<file path="config.mk">
export PLATFORM = sky130hd
export DESIGN_NAME = uart_tx_mmio
export DESIGN_NICKNAME = d
export VERILOG_FILES = /design/src/rtl/uart_tx_mmio.sv
export SDC_FILE = /design/constraint.sdc
export NUM_CORES = 1
export LEC_CHECK = 0
export BUFFER_PORTS_ARGS = -buffer_cell sky130_fd_sc_hd__buf_4
export CORE_MARGIN = 2
export CORE_UTILIZATION = 52
export CTS_CLUSTER_SIZE = 14
export DETAILED_ROUTE_END_ITERATION = 7
export PLACE_DENSITY = 0.79
export SLEW_MARGIN = 20
export SYNTH_ARGS = -nofsm -noshare
export SYNTH_HDL_FRONTEND = slang
export SYNTH_SLANG_ARGS = --single-unit
</file>
<file path="constraint.sdc">
create_clock -name clk -period 4.1 [get_ports clk]
set_input_delay 0.82 -clock clk [delete_from_list [all_inputs] [get_ports clk]]
set_output_delay 0.82 -clock clk [all_outputs]
set_load 0.01 [all_outputs]
</file>
<file path="src/rtl/uart_tx_mmio.sv">
// Memory-mapped UART transmitter: TXDATA push port, STATUS readback, TX FIFO, 8N1 serializer.
// Define UART_TX_PARITY_EN to insert an even-parity bit between the data bits and the stop bit.
module uart_tx_mmio #(
    parameter int unsigned CLK_DIV    = 16,
    parameter int unsigned FIFO_DEPTH = 8,
    parameter logic [31:0] BASE_ADDR  = 32'h0000_1000
) (
    input  logic        clk,
    input  logic        rst,
    input  logic        wen,
    input  logic [31:0] w_addr_i,
    input  logic [31:0] w_data_i,
    input  logic        ren,
    input  logic [31:0] r_addr_i,
    output logic [31:0] r_data_o,
    output logic        tx_o,
    output logic        irq_o
);
    localparam int unsigned PW = $clog2(FIFO_DEPTH);
    localparam int unsigned CW = PW + 1;

    typedef enum logic [2:0] {
        StIdle,
        StStart,
        StData,
`ifdef UART_TX_PARITY_EN
        StParity,
`endif
        StStop
    } state_e;

    logic [7:0]    r_mem [FIFO_DEPTH];
    logic [PW-1:0] r_wptr, r_rptr;
    logic [CW-1:0] r_count;
    logic          r_ovf;
    state_e        r_state;
    logic [15:0]   r_div;
    logic [2:0]    r_bit;
    logic [7:0]    r_shift;
    logic          r_tx;
`ifdef UART_TX_PARITY_EN
    logic          r_par;
`endif

    logic       w_push_req, w_push, w_pop, w_full, w_empty, w_bit_end, w_stat_rd;
    logic [7:0] w_head, w_count8;
    logic       w_unused_data;

    assign w_unused_data = ^w_data_i[31:8];
    assign w_full     = (r_count == CW'(FIFO_DEPTH));
    assign w_empty    = (r_count == '0);
    assign w_bit_end  = (r_div == 16'(CLK_DIV - 1));
    assign w_head     = r_mem[r_rptr];
    assign w_push_req = wen && (w_addr_i == BASE_ADDR);
    // Serializer pulls the head when idle or when a stop bit finishes.
    assign w_pop      = !w_empty && ((r_state == StIdle) || ((r_state == StStop) && w_bit_end));
    assign w_push     = w_push_req && (!w_full || w_pop);
    assign w_stat_rd  = ren && (r_addr_i == BASE_ADDR + 32'd4);
    assign w_count8   = {{(8 - CW){1'b0}}, r_count};

    assign r_data_o = w_stat_rd ? {20'b0, w_count8, r_ovf, (r_state != StIdle), w_empty, w_full}
                                : 32'b0;
    assign tx_o     = r_tx;
    assign irq_o    = w_empty && (r_state == StIdle);

    always_ff @(posedge clk) begin
        if (w_push) r_mem[r_wptr] <= w_data_i[7:0];
    end

    always_ff @(posedge clk) begin
        if (rst) begin
            r_wptr  <= '0;
            r_rptr  <= '0;
            r_count <= '0;
            r_ovf   <= 1'b0;
        end else begin
            if (w_push) r_wptr <= r_wptr + PW'(1);
            if (w_pop)  r_rptr <= r_rptr + PW'(1);
            if (w_push && !w_pop)      r_count <= r_count + CW'(1);
            else if (!w_push && w_pop) r_count <= r_count - CW'(1);
            // A drop on the same edge as a STATUS read keeps the flag set.
            if (w_push_req && w_full && !w_pop) r_ovf <= 1'b1;
            else if (w_stat_rd)                 r_ovf <= 1'b0;
        end
    end

    always_ff @(posedge clk) begin
        if (rst) begin
            r_state <= StIdle;
            r_div   <= '0;
            r_bit   <= '0;
            r_shift <= '0;
            r_tx    <= 1'b1;
`ifdef UART_TX_PARITY_EN
            r_par   <= 1'b0;
`endif
        end else begin
            // Line output follows the state one cycle later; every bit keeps CLK_DIV cycles.
            unique case (r_state)
                StStart: r_tx <= 1'b0;
                StData:  r_tx <= r_shift[0];
`ifdef UART_TX_PARITY_EN
                StParity: r_tx <= r_par;
`endif
                default: r_tx <= 1'b1;
            endcase
            r_div <= w_bit_end ? 16'd0 : r_div + 16'd1;
            unique case (r_state)
                StIdle: begin
                    r_div <= '0;
                    if (w_pop) begin
                        r_shift <= w_head;
                        r_bit   <= '0;
                        r_state <= StStart;
`ifdef UART_TX_PARITY_EN
                        r_par   <= ^w_head;
`endif
                    end
                end
                StStart: begin
                    if (w_bit_end) r_state <= StData;
                end
                StData: begin
                    if (w_bit_end) begin
                        r_shift <= {1'b0, r_shift[7:1]};
                        r_bit   <= r_bit + 3'd1;
`ifdef UART_TX_PARITY_EN
                        if (r_bit == 3'd7) r_state <= StParity;
`else
                        if (r_bit == 3'd7) r_state <= StStop;
`endif
                    end
                end
`ifdef UART_TX_PARITY_EN
                StParity: begin
                    if (w_bit_end) r_state <= StStop;
                end
`endif
                StStop: begin
                    if (w_bit_end) begin
                        if (w_pop) begin
                            r_shift <= w_head;
                            r_bit   <= '0;
                            r_state <= StStart;
`ifdef UART_TX_PARITY_EN
                            r_par   <= ^w_head;
`endif
                        end else begin
                            r_state <= StIdle;
                        end
                    end
                end
                default: r_state <= StIdle;
            endcase
        end
    end
endmodule
</file>
==> impl_metrics.env <==
export IMPL_wire_per_inst_um=15.4
export IMPL_finalHoldViolations=0
export IMPL_vias=3334
export IMPL_place_area_mm2=0.00559
export IMPL_die_w_um=101
export IMPL_wirelength_met1_um=4030
export IMPL_tns_ns=0
export IMPL_ios=134
export IMPL_netlist_area_mm2=0.00488
export IMPL_clock_latency_ns=0.37
export IMPL_portBuffers=85
export IMPL_cts_repair_resized=0
export IMPL_skew_ns=0.0135
export IMPL_worstHoldStart="r_ovf"
export IMPL_endpoint_kind="flip-flop"
export IMPL_path_clk_slew_ns=0.10
export IMPL_maxCapViolCount=0
export IMPL_cts_buffer_depth=2
export IMPL_ys_seq_area_share_pct=57.4
export IMPL_min_path_type="reg -> reg"
export IMPL_grt_max_degree=29
export IMPL_firstDrtPassIters=5
export IMPL_start_util_pct=53.1
export IMPL_ant_nets=0
export IMPL_worstPathRequired_ns=4.40
export IMPL_dp_cells=594
export IMPL_finalSetupViolations=0
export IMPL_relSlewSlack_pct=48.4
export IMPL_tritoncts="yes"
export IMPL_cts_hold_buf=0
export IMPL_status="completed"
export IMPL_cp_data_arrival_time_ns=3.60
export IMPL_gp_congestion=0.736
export IMPL_drt_wl_total_um=9390
export IMPL_grt_pass1_vias=3183
export IMPL_cts_post_setup_buffers_inserted=0
export IMPL_top_layer="met4"
export IMPL_rsz0062_at_grt="no"
export IMPL_met2_length_um=4690
export IMPL_clock_fmax_ghz=0.303
export IMPL_cts_sinks=108
export IMPL_core_mm2=0.00920
export IMPL_post_route_util_pct=62.7
export IMPL_h_tree_depth=3
export IMPL_critPathKind="reg -> reg"
export IMPL_cts_root_buf="clkbuf_8"
export IMPL_rr_startpoint="r_div[7]"
export IMPL_post_dp_hpwl_um=6610
export IMPL_area_delta_synth_final_pct=18.1
export IMPL_synth_ff_type="edfxtp_1"
export IMPL_crit_path_start_kind="flip-flop"
export IMPL_crit_path_start="r_div[7]"
export IMPL_cts_buffers=9
export IMPL_grt_ovfl_total=0
export IMPL_viasPerCell=5.47
export IMPL_fin_nets=607
export IMPL_drive_gt1_share_pct=27.3
export IMPL_grt_pass1_wl_um=15100
export IMPL_syn_inst=402
export IMPL_ir_worst_vdd_uv=339
export IMPL_async_reset_ff_share_pct=0
export IMPL_leakagePower_nw=2.12
export IMPL_num_rows=35
export IMPL_drc=0
export IMPL_syn_avg_cell_area_um2=12.1
export IMPL_worstMarginPinSlew_ns=0.773
export IMPL_yosys_register_bits=108
export IMPL_instances_no_fill=610
export IMPL_wl_met3_um=533
export IMPL_period_share_pct=80.6
export IMPL_antenna_found_initial=0
export IMPL_finalMaxSlewViolations=0
export IMPL_final_area_mm2=0.00577
export IMPL_synth_edf_count=64
export IMPL_track_usage_pct=19.2
export IMPL_critPathMaxFanout=5
export IMPL_yosysWarnings=0
export IMPL_drt_iter0_drc=127
export IMPL_synth_distinct_cells=39
export IMPL_die_area_mm2=0.0102
export IMPL_power_density_mw_per_mm2=468
export IMPL_period_minus_slack_ns=3.30
export IMPL_die_y_um=101
export IMPL_antenna_cells=0
-- power by group --
part / total [mW] / internal (mW) / switching, mW
clock network: 0.583 / 0.227 / 0.356
logic: 0.776 / 0.361 / 0.415
registers: 1.34 / 1.24 / 0.101
total: 2.70 / 1.83 / 0.871
-- Yosys cell counts, types with 5 or more instances --
| master | n | share of area [%] |
|---|---|---|
| nor3_1 | 8 | 0.82 |
| ha_1 | 12 | 3.1 |
| o22ai_1 | 7 | 0.90 |
| nand3_1 | 16 | 1.6 |
| nor4_1 | 18 | 2.3 |
| dfxtp_1 | 44 | 18 |
| and2_1 | 5 | 0.64 |
| xor2_1 | 9 | 1.6 |
| nor2_1 | 36 | 2.8 |
| mux2i_1 | 5 | 1.0 |
| inv_1 | 15 | 1.2 |
| buf_4 | 24 | 3.7 |
| nand4_1 | 7 | 0.90 |
| nand2b_1 | 7 | 0.90 |
| nand2_1 | 12 | 0.92 |
| or3_1 | 6 | 0.77 |
| nor4b_1 | 6 | 1.1 |
| o21ai_0 | 12 | 1.2 |
| clkbuf_1 | 12 | 0.92 |
| a21oi_1 | 26 | 2.7 |
| edfxtp_1 | 64 | 39 |
| xnor2_1 | 10 | 1.8 |
| mux4_2 | 16 | 7.4 |
-- per-layer routing --
metal  up-vias  GRT usage [%]
met5         -              0
met4         0           5.61
met3        12           4.99
met2       110           33.5
met1      1583           23.5
li1       1629              -
-- sequential cells by signal, indices dropped and copies added, names as in the netlist, named ones only --
register  flops
r_shift       8
r_mem        64
r_count       4
r_div        16
r_bit         3
r_ovf         1
tx_o          1
r_state       2
r_wptr        3
r_rptr        3
-- worst paths after layout --
check	endpoint	slack, ns	cells after the start
setup / recovery	r_count[3]	0.80	14
hold / removal	r_ovf	0.47	2
setup reg to reg	r_count[3]	0.80	14
hold reg to reg	r_ovf	0.47	2
-- cell type report --
class	instances	area (um^2)
Clock buffer	10	128
Clock inverter	6	48.8
Fill cell	718	3430
Inverter	16	60.1
Multi-Input combinational cell	264	1880
Sequential cell	108	2800
Tap cell	111	139
Timing Repair Buffer	95	713
-- logic make-up (layout without fill, tap and decap cells) --
logic type,Yosys count,count (layout),synth area share (%)
buffers and inverters,53,127,5.94
adders and majority gates,13,13,3.48
and+or+nand+nor,132,132,14.6
muxes,23,23,8.87
other,1,24,0.0768
DFF,108,108,57.4
xor gates and xnor gates,19,19,3.41
AOI/OAI and AO/OA,53,53,6.28
-- critical path: stages, from the launching register on --
cell and delay (ns):
dfxtp_1 0.37, or4_4 0.56, nor4_1 0.24, buf_4 0.18
or3_1 0.19, nand2_1 0.16, inv_1 0.10, ha_1 0.18
inv_1 0.09, ha_1 0.28, a21o_1 0.17, a21oi_1 0.17
xnor2_1 0.10, or3_1 0.30, a21oi_1 0.14
-- through the flow --
step | setup WS [ns] | hold WS (ns) | power, mW
finish | 0.797 | 0.472 | 2.70
CTS | 0.785 | 0.474 | 2.71
detailed placement | 0.515 | 0.454 | 2.13
global route | 0.520 | 0.489 | 2.86
global placement | 0.583 | 0.441 | 2.10
floorplan | 0.571 | 0.426 | 1.93
-- cell usage in the layout (no fill, tap or decap), types with 9 or more instances in the layout --
master	instances
edfxtp_1	64
inv_1	15
conb_1	24
clkbuf_8	9
xnor2_1	10
nor4_1	18
ha_1	12
mux4_2	16
o21ai_0	12
xor2_1	9
a21oi_1	26
nor2_1	36
buf_4	95
nand3_1	16
dfxtp_1	43
nand2_1	12
(Power assumes the default switching activity.)
